## src/rtl/div_issue_queue.sv

```systemverilog
// rtl/div_issue_queue.sv - in-order divide request queue feeding the integer divider
//
// Ports:
//   clk, reset (async, active-low), flush
//   enq_valid/enq_ready, enq_srcA, enq_srcB, enq_rob_ptr, enq_hilo_prf_ptr, enq_is_signed
//   div_ready, div_complete   : divider status
//   start_div                 : one-cycle launch; srcA/srcB/rob_ptr/hilo_prf_ptr/is_signed_div valid with it
//   occupancy, empty, div_busy: queue and divider tracking
module div_issue_queue #(
    parameter int LG_W                = 5,
    parameter int LG_DEPTH            = 2,
    parameter int LG_ROB_ENTRIES      = 6,
    parameter int LG_HILO_PRF_ENTRIES = 3
) (
    input  logic                           clk,
    input  logic                           reset,
    input  logic                           flush,
    input  logic                           enq_valid,
    output logic                           enq_ready,
    input  logic [(1<<LG_W)-1:0]           enq_srcA,
    input  logic [(1<<LG_W)-1:0]           enq_srcB,
    input  logic [LG_ROB_ENTRIES-1:0]      enq_rob_ptr,
    input  logic [LG_HILO_PRF_ENTRIES-1:0] enq_hilo_prf_ptr,
    input  logic                           enq_is_signed,
    input  logic                           div_ready,
    input  logic                           div_complete,
    output logic                           start_div,
    output logic [(1<<LG_W)-1:0]           srcA,
    output logic [(1<<LG_W)-1:0]           srcB,
    output logic [LG_ROB_ENTRIES-1:0]      rob_ptr,
    output logic [LG_HILO_PRF_ENTRIES-1:0] hilo_prf_ptr,
    output logic                           is_signed_div,
    output logic [LG_DEPTH:0]              occupancy,
    output logic                           empty,
    output logic                           div_busy
);

    localparam int W     = 1 << LG_W;
    localparam int DEPTH = 1 << LG_DEPTH;

    logic [W-1:0]                   mem_a    [DEPTH];
    logic [W-1:0]                   mem_b    [DEPTH];
    logic [LG_ROB_ENTRIES-1:0]      mem_rob  [DEPTH];
    logic [LG_HILO_PRF_ENTRIES-1:0] mem_hilo [DEPTH];
    logic                           mem_sgn  [DEPTH];

    // Pointers carry one extra MSB so full and empty are distinguishable.
    logic [LG_DEPTH:0] head;
    logic [LG_DEPTH:0] tail;
    logic              full;
    logic              enq_fire;

    assign full      = (head[LG_DEPTH] != tail[LG_DEPTH]) &&
                       (head[LG_DEPTH-1:0] == tail[LG_DEPTH-1:0]);
    assign empty     = (head == tail);
    assign occupancy = tail - head;
    assign enq_ready = !full;

    // A full queue refuses enqueue even if the head leaves this same cycle.
    assign enq_fire  = enq_valid && !full && !flush;
    assign start_div = !empty && div_ready && !flush && !div_busy;

    assign srcA          = mem_a[head[LG_DEPTH-1:0]];
    assign srcB          = mem_b[head[LG_DEPTH-1:0]];
    assign rob_ptr       = mem_rob[head[LG_DEPTH-1:0]];
    assign hilo_prf_ptr  = mem_hilo[head[LG_DEPTH-1:0]];
    assign is_signed_div = mem_sgn[head[LG_DEPTH-1:0]];

    // Payload storage needs no reset: it is only observed behind a valid head.
    always_ff @(posedge clk) begin
        if (enq_fire) begin
            mem_a[tail[LG_DEPTH-1:0]]    <= enq_srcA;
            mem_b[tail[LG_DEPTH-1:0]]    <= enq_srcB;
            mem_rob[tail[LG_DEPTH-1:0]]  <= enq_rob_ptr;
            mem_hilo[tail[LG_DEPTH-1:0]] <= enq_hilo_prf_ptr;
            mem_sgn[tail[LG_DEPTH-1:0]]  <= enq_is_signed;
        end
    end

    always_ff @(posedge clk or negedge reset) begin
        if (!reset) begin
            head     <= '0;
            tail     <= '0;
            div_busy <= 1'b0;
        end else begin
            // start_div is suppressed during flush, so head is stable and
            // collapsing tail onto it empties the queue.
            if (start_div) begin
                head <= head + 1'b1;
            end
            if (flush) begin
                tail <= head;
            end else if (enq_fire) begin
                tail <= tail + 1'b1;
            end
            // A launch wins over a coincident completion; flush leaves the
            // in-flight divide alone since its writeback still arrives.
            if (start_div) begin
                div_busy <= 1'b1;
            end else if (div_complete) begin
                div_busy <= 1'b0;
            end
        end
    end

endmodule

```

## config.mk

```make
export PLATFORM = sky130hd
export DESIGN_NAME = div_issue_queue
export DESIGN_NICKNAME = d
export VERILOG_FILES = /design/src/rtl/div_issue_queue.sv
export SDC_FILE = /design/constraint.sdc
export NUM_CORES = 1
export LEC_CHECK = 0
export ABC_AREA = 1
export ABC_CLOCK_PERIOD_IN_PS = 5700
export CAP_MARGIN = 20
export CORE_MARGIN = 2
export CORE_UTILIZATION = 45
export DETAILED_ROUTE_END_ITERATION = 8
export HOLD_SLACK_MARGIN = 0.1
export PLACE_DENSITY = 0.79
export SYNTH_ARGS = -nofsm -noshare
export SYNTH_HDL_FRONTEND = slang
export SYNTH_SLANG_ARGS = --single-unit
```

## constraint.sdc

```tcl
create_clock -name clk -period 5.7 [get_ports clk]
set_input_delay 1.14 -clock clk [delete_from_list [all_inputs] [get_ports clk]]
set_output_delay 1.14 -clock clk [all_outputs]
set_load 0.02 [all_outputs]
```

After elaboration in Yosys (flattened, before gate mapping):

Memory sizes are Yosys's and may differ from the RTL's.
Cells that the tools add are included.

* add/sub/neg operators: 3
* equal/unequal tests: 3
* reduce and logical (&&, ||, !) cells: 12
* muxes and demuxes: 6

Operator list (number)
* $add A3 B1 Y3 const B: 2
* $logic_and A1 B1 Y1: 6
* $mux W3: 2
* $logic_not A1 Y1: 4
* $mux W1: 4
* $reduce_bool A2 Y1: 2
* $eq A3 B3 Y1: 1
* $sub A3 B3 Y3: 1
* $eq A2 B2 Y1: 1
* $ne A1 B1 Y1: 1

* output and inout port bits: 81
* memory bits (writable): 296
* flip-flop bits (word level): 7
* input bits: 80
* memories kept: 5
* word-level logic and storage cells: 32

Memories
* mem_a: words 4, bits a word 32, read ports 1, clocked after memory_dff 0, wr ports 1, RTL line 41 `logic [W-1:0] mem_a [DEPTH];`
* mem_b: words 4, bits a word 32, read ports 1, clocked after memory_dff 0, wr ports 1, RTL line 42 `logic [W-1:0] mem_b [DEPTH];`
* mem_rob: words 4, bits a word 6, read ports 1, clocked after memory_dff 0, wr ports 1, RTL line 43 `logic [LG_ROB_ENTRIES-1:0] mem_rob [DEPTH];`
* mem_hilo: words 4, bits a word 3, read ports 1, clocked after memory_dff 0, wr ports 1, RTL line 44 `logic [LG_HILO_PRF_ENTRIES-1:0] mem_hilo [DEPTH];`
* mem_sgn: words 4, bits a word 1, read ports 1, clocked after memory_dff 0, wr ports 1, RTL line 45 `logic mem_sgn [DEPTH];`

Depth between registers and ports, before layout:

Gate-level depths: netlist (run 1).

* depth in word-level cells: 7
* mapped depth: 11
* gate-level depth less buffers: 9

Worst setup path after synthesis (run 1):

No wires, ideal clock.

* kind: reg-to-reg
* start point: register head[1]
* end point: memory mem_a[0][0] (netlist bit) (enable)
* data required time: 5193 ps
* path slack: 468 ps
* data arrival time: 4725 ps
* stages on the path, launching flop included: 10
* library setup time: 507 ps
* path buffers: 2
* period minus slack after synthesis: 5232 ps
* cells stage by stage: dfrtp_1 > inv_2 > buf_2 > buf_2 > ha_1 > nand2_1 > inv_1 > nand3_1 > nand3_1 > nor2_1

* longest elaborated chain between the ends: 7

RTL lines
* start: declaration: RTL line 48 `logic [LG_DEPTH:0] head;`
* start signal: assignment: RTL line 89 `head <= head + 1'b1;`
* $eq A2 B2 Y1: RTL line 54 `(head[LG_DEPTH-1:0] == tail[LG_DEPTH-1:0]);`
* $logic_and A1 B1 Y1: RTL line 53 `assign full = (head[LG_DEPTH] != tail[LG_DEPTH]) &&`
* $logic_not A1 Y1
* via enq_ready: RTL line 19 `output logic enq_ready,`
* $logic_and A1 B1 Y1 (2 in series): RTL line 60 `assign enq_fire = enq_valid && !full && !flush;`
* $mux W1: RTL line 71 `if (enq_fire) begin`
* $mux W1 (not written as such): RTL line 72 `mem_a[tail[LG_DEPTH-1:0]] <= enq_srcA;`
* end: declaration: RTL line 41

The timed path passes the listed nets, and every way through them passes these cells.

Final worst setup path (run 1):

* start point: register head[0]
* end point: output occupancy[2]

* longest elaborated chain between the ends: 1

RTL lines
* $sub A3 B3 Y3: RTL line 56 `assign occupancy = tail - head;`
* end: declaration: RTL line 33 `output logic [LG_DEPTH:0] occupancy,`

No other way between the ends.

==> impl_metrics.env, run 1 <==
export IMPL_wl_per_cell_um=18.9
export IMPL_required_ns=4.56
export IMPL_setup_slack_ns=1.39
export IMPL_pre_cts_slack_ns=1.84
export IMPL_firstDrtPassIters=8
export IMPL_yosysWarnings=0
export IMPL_worstSetupPathType="reg -> out"
export IMPL_setup_viol=0
export IMPL_hold_buffers=0
export IMPL_hold_path_class="reg -> reg"
export IMPL_cp_max_fo=94
export IMPL_final_core_util_pct=57.5
export IMPL_cts_buffers=31
export IMPL_cts_tree="done"
export IMPL_final_layout_size_suffix_gt1_share_pct=9.57
export IMPL_hpwlAfterDp_mm=14.0
export IMPL_synth_area_leaders="edfxtp_1 (76%), nor2_1 (4.6%), o21ai_0 (4.6%), o22ai_1 (3.4%), o21ai_1 (1.8%)"
export IMPL_antenna_found_initial=1
export IMPL_vias_per_cell=5.40
export IMPL_fmax_mhz=232
export IMPL_cts_path_max_buffers=3
export IMPL_finalCriticalPeriod_ns=4.31
export IMPL_tightest_slew_ns=0.986
export IMPL_finalSetupTns_ns=0
export IMPL_drcViolationCount=0
export IMPL_finalHoldViolCount=0
export IMPL_synth_fp_nets=878
export IMPL_period_share_pct=75.7
export IMPL_cap_viol_max_count=0
export IMPL_skew_ns=0.0159
export IMPL_n_fill_cell=1948
export IMPL_synth_cells=790
export IMPL_chipHeight_um=165
export IMPL_finish_net_count=1040
export IMPL_seq_area_frac_synth_pct=77.8
export IMPL_cts_htree_levels=1
export IMPL_grt_pass1_vias=6919
export IMPL_area_growth_pct=25.1
export IMPL_core_area_um2=25300
export IMPL_worstSkewPairLatency_ns=0.54
export IMPL_critPathCaptureType="output pin"
export IMPL_initial_utilization_pct=46.0
export IMPL_synth_top_cell_by_area="edfxtp_1"
export IMPL_ios=161
export IMPL_peakVddDrop_mv=0.496
export IMPL_grt_max_degree=115
export IMPL_die_width_um=165
export IMPL_ys_ff_latch=303
export IMPL_vias=7032
export IMPL_place_area_um2=13600
export IMPL_ant_nets=0
export IMPL_gp_congestion=0.798
export IMPL_row_count=58
export IMPL_grt_first_pass_wirelength_mm=37.8
export IMPL_rsz0062_at_grt="false"
export IMPL_grt_overflow_total=0
export IMPL_root_buffer="clkbuf_16"
export IMPL_crit_arrival_ns=3.17
export IMPL_grt_usage_pct=18.0
export IMPL_dieArea_um2=27200
export IMPL_synth_top_area_share_pct=76.3
export IMPL_design_area_um2=14600
export IMPL_cts_repair_resized=0
export IMPL_syn_cell_area_um2=11700
export IMPL_start_kind="flip-flop"
export IMPL_syn_area_per_cell_um2=14.7
export IMPL_diodes=0
export IMPL_final_max_slew_violation_count=0
export IMPL_timing_slew_headroom_pct=34.2
export IMPL_postCtsSetupBuffers=0
export IMPL_ys_types=24
export IMPL_cts_sinks=303
export IMPL_port_buffers=160
export IMPL_wl_mm=24.6
export IMPL_powerDensity_nw_per_um2=527
export IMPL_first_iter_violations=506
export IMPL_clkTransAtPathRegs_ns=0.06
export IMPL_p_leak_uw=0.00482
export IMPL_outcome="complete, no violations"
-- metrics by stage --
| stage | total power, uW | hold WS [ns] | cells |
|---|---|---|---|
| after detailed placement | 5810 | 0.579 | 1249 |
| after floorplan | 4630 | 0.538 | 790 |
| final | 7680 | 0.585 | 1302 |
| after global placement | 5740 | 0.557 | 1248 |
| after CTS | 7750 | 0.591 | 1302 |
| after global routing | 8090 | 0.638 | 1302 |
-- state kept, by name (all words and copies together) (netlist names) --
signal	flops
div_busy	1
head	3
mem_a	128
mem_b	128
mem_hilo	12
mem_rob	24
mem_sgn	4
tail	3
-- cell usage in the layout, fill, tap and decap left out --
cell type and count:
clkdlybuf4s50_1 160, clkbuf_16 31, clkinv_1 9, fa_1 1, inv_6 2, ha_1 7
nand2_1 27, xnor2_1 1, buf_16 1, o21ai_1 41, o21ai_0 106, edfxtp_1 296
buf_12 4, inv_1 13, dfrtp_2 1, xor2_1 2, nor2_4 14, dfrtp_1 5
bufinv_16 4, dfrtp_4 1, nand3_1 5, o22ai_1 64, nor2_1 139, clkinvlp_4 1
o21ai_2 5, o22ai_2 10, inv_2 3, clkinv_2 4, clkbuf_1 3, buf_4 12
-- area by class of cell --
type                       instances  area (um2)  area share [%]
sequential                       303        9070            62.2
multi-input combinational        422        2240            15.4
timing repair buffer             177        1800            12.3
clock buffer                      34         787            5.40
tap                              330         413            2.83
clock inverter                    19         190            1.31
inverter                          17        68.8           0.472
-- synth_stat cells --
master	n
nor2_4	10
buf_2	11
nand2_1	27
inv_1	13
edfxtp_1	296
o22ai_2	10
nor2_1	143
inv_2	3
o22ai_1	64
nand3_1	5
xor2_1	2
o21ai_1	41
o21ai_0	106
buf_6	11
xnor2_1	1
fa_1	1
clkbuf_1	23
buf_8	1
o21ai_2	5
inv_4	1
dfrtp_1	7
buf_12	1
ha_1	7
buf_4	1
-- report_power, final --
group	total, uW	internal (uW)	switching, uW
logic	2940	1140	1800
registers	2790	2720	74.8
clock network	1940	1160	780
total	7680	5020	2660
-- critical path: stages (launching register included) --
cell and delay [ns]:
dfrtp_4 0.45, buf_4 0.72, ha_1 0.27, inv_1 0.05, fa_1 0.37, xor2_1 0.16
clkdlybuf4s50_1 0.61
-- routing by layer --
metal / GRT usage (%) / up-vias / part of all wire, %
met4: 5.06 / 2 / 2.3
met1: 25.4 / 3467 / 44
met5: 0 / - / 0.061
met2: 29.2 / 231 / 48
li1: - / 3286 / -
met3: 3.09 / 46 / 6.0
-- cell families after synthesis --
| group | count (synthesis) | share of synthesized area (%) |
|---|---|---|
| DFF | 303 | 77.8 |
| AOI/OAI and AO/OA | 226 | 11.2 |
| and+or+nand+nor | 185 | 6.66 |
| buffers and inverters | 65 | 3.21 |
| adders and majority gates | 8 | 0.923 |
| xor gates and xnor gates | 3 | 0.226 |
-- final timing paths --
| check | start | end | slack [ns] | cells after the start |
|---|---|---|---|---|
| worst max-delay path | head[0]$_DFFE_PN0P_ | occupancy[2] | 1.39 | 6 |
| worst min-delay path | div_busy$_DFFE_PN0P_ | div_busy$_DFFE_PN0P_ | 0.59 | 2 |
| worst max register to register | head[0]$_DFFE_PN0P_ | mem_a[2][11]$_DFFE_PP_ | 2.15 | 8 |
| worst min register to register | div_busy$_DFFE_PN0P_ | div_busy$_DFFE_PN0P_ | 0.59 | 2 |
| max in group asynchronous | reset | head[0]$_DFFE_PN0P_ | 4.49 | 1 |
| min in group asynchronous | reset | tail[2]$_DFFE_PN0P_ | 0.89 | 1 |
Note: power is estimated with default switching activity, not from simulation.
==> run 2: changes to the inputs <==
Settings changed: ABC_CLOCK_PERIOD_IN_PS 5700 to 3750, PLACE_DENSITY 0.79 to 0.81.
Clock period 5.7 ns to 3.75 ns, I/O delays scaled along.
==> impl_metrics.env, run 2 (same netlist as run 1, synthesis figures left out) <==
export IMPL_outcome="complete, no violations"
export IMPL_firstDrtPassIters=4
export IMPL_cts_tree="done"
export IMPL_fmax_mhz=276
export IMPL_cts_sinks=303
export IMPL_ant_nets=0
export IMPL_worstSkewPairLatency_ns=0.56
export IMPL_cts_path_max_buffers=3
export IMPL_cts_buffers=30
export IMPL_slowest_stage="dfrtp_4"
export IMPL_die_width_um=165
export IMPL_n_fill_cell=1922
export IMPL_ios=161
export IMPL_design_area_um2=14500
export IMPL_startpoint="head[0]$_DFFE_PN0P_"
export IMPL_core_area_um2=25300
export IMPL_finish_net_count=1038
export IMPL_cap_viol_max_count=0
export IMPL_start_kind="flip-flop"
export IMPL_root_buffer="clkbuf_16"
export IMPL_period_share_pct=96.8
export IMPL_area_growth_pct=24.8
export IMPL_chipHeight_um=165
export IMPL_final_cell_mix="edfxtp_1 (296), clkdlybuf4s50_1 (160), nor2_1 (139)"
export IMPL_rsz0062_at_grt="false"
export IMPL_final_common_cell="edfxtp_1"
export IMPL_crit_path_max_incr_delay_ns=0.70
export IMPL_grt_overflow_total=0
export IMPL_vias_per_cell=5.38
export IMPL_grt_first_pass_wirelength_mm=37.3
export IMPL_clkTransAtPathRegs_ns=0.06
export IMPL_crit_chain="inv_6 -> buf_12 -> o21ai_0 -> o22ai_1 -> clkdlybuf4s50_1"
export IMPL_grt_usage_pct=17.7
export IMPL_initial_utilization_pct=46.0
export IMPL_place_area_um2=13600
export IMPL_gp_congestion=0.770
export IMPL_timing_slew_headroom_pct=56.0
export IMPL_hold_buffers=0
export IMPL_postCtsSetupBuffers=0
export IMPL_final_layout_size_suffix_gt1_share_pct=9.58
export IMPL_peakVddDrop_mv=0.561
export IMPL_wl_mm=24.3
export IMPL_cp_max_fo=60
export IMPL_hold_path_class="in -> async"
export IMPL_p_leak_uw=0.00480
export IMPL_critPathCaptureType="output pin"
export IMPL_row_count=58
export IMPL_wl_per_cell_um=18.7
export IMPL_reg2reg_from="head[0]$_DFFE_PN0P_"
export IMPL_design_power_total_uw=11700
export IMPL_dieArea_um2=27200
export IMPL_setup_viol=0
export IMPL_skew_ns=0.0249
export IMPL_final_max_slew_violation_count=0
export IMPL_powerDensity_nw_per_um2=804
export IMPL_vias=7000
export IMPL_finalHoldViolCount=0
export IMPL_first_iter_violations=516
export IMPL_finalCriticalPeriod_ns=3.63
export IMPL_worstSetupPathType="reg -> out"
export IMPL_diodes=0
export IMPL_hpwlAfterDp_mm=13.8
export IMPL_cts_repair_resized=0
export IMPL_port_buffers=160
export IMPL_cts_htree_levels=1
export IMPL_grt_max_degree=82
export IMPL_crit_arrival_ns=2.88
export IMPL_final_core_util_pct=57.4
export IMPL_antenna_found_initial=1
export IMPL_grt_pass1_vias=7055
export IMPL_required_ns=3.00
export IMPL_tightest_slew_ns=0.660
export IMPL_drcViolationCount=0
## run 2: cell count changes in the layout (fill, tap and decap cells not counted), sizes merged
cell and change:
clkinvlp +2, clkbuf +2, clkinv -4, buf -1
## run 2: worst paths after layout
check / depth (start not counted) / end / slack, ns
max reg2reg: 7 / mem_b[0][12]$_DFFE_PP_ / 0.91
max in group asynchronous: 1 / head[0]$_DFFE_PN0P_ / 2.96
min reg2reg: 2 / div_busy$_DFFE_PN0P_ / 0.56
min: 1 / div_busy$_DFFE_PN0P_ / 0.49
min in group clk: 2 / div_busy$_DFFE_PN0P_ / 0.56
max: 5 / srcB[29] / 0.12
## run 2: where the power goes
part	total [uW]	internal [uW]	switching (uW)
Combinational	4430	1750	2680
Clock	2940	1740	1200
Sequential	4320	4130	189
## run 2: area by class of cell
class                   count  area (um2)  share of cell area (%)
well taps                 330         413                    2.84
multi-input cells         422        2240                    15.4
flip-flops and latches    303        9070                    62.4
clock buffers              36         773                    5.32
repair buffers            176        1770                    12.2
clock inverters            17         201                    1.39
inverters                  17        68.8                   0.473
## run 2: metrics by stage
| step | hold WS, ns | setup TNS (ns) | std cells | setup slack (ns) |
|---|---|---|---|---|
| floorplan | 0.454 | -90.19 | 790 | -0.305 |
| global placement | 0.552 | 0 | 1248 | 0.668 |
| detailed placement | 0.561 | 0 | 1248 | 0.646 |
| CTS | 0.466 | 0 | 1301 | 0.102 |
| global route | 0.484 | 0 | 1301 | 0.00335 |
| finish | 0.492 | 0 | 1301 | 0.121 |
## run 2: metal layers
metal / vias up / part of all wire, % / wire length [um] / GRT usage (%)
met5: - / 0.062 / 15 / 0
met4: 2 / 3.1 / 748 / 6.56
met3: 52 / 5.6 / 1370 / 3.29
met2: 218 / 50 / 12100 / 30.7
met1: 3450 / 42 / 10100 / 22.2
li1: 3278 / - / - / -
## run 2: critical path: cells and delay by family, from the launching register on
family | cells | cell delay [ns]
AOI/OAI and AO/OA | 2 | 0.36
buffers and inverters | 3 | 1.20
DFF | 1 | 0.70
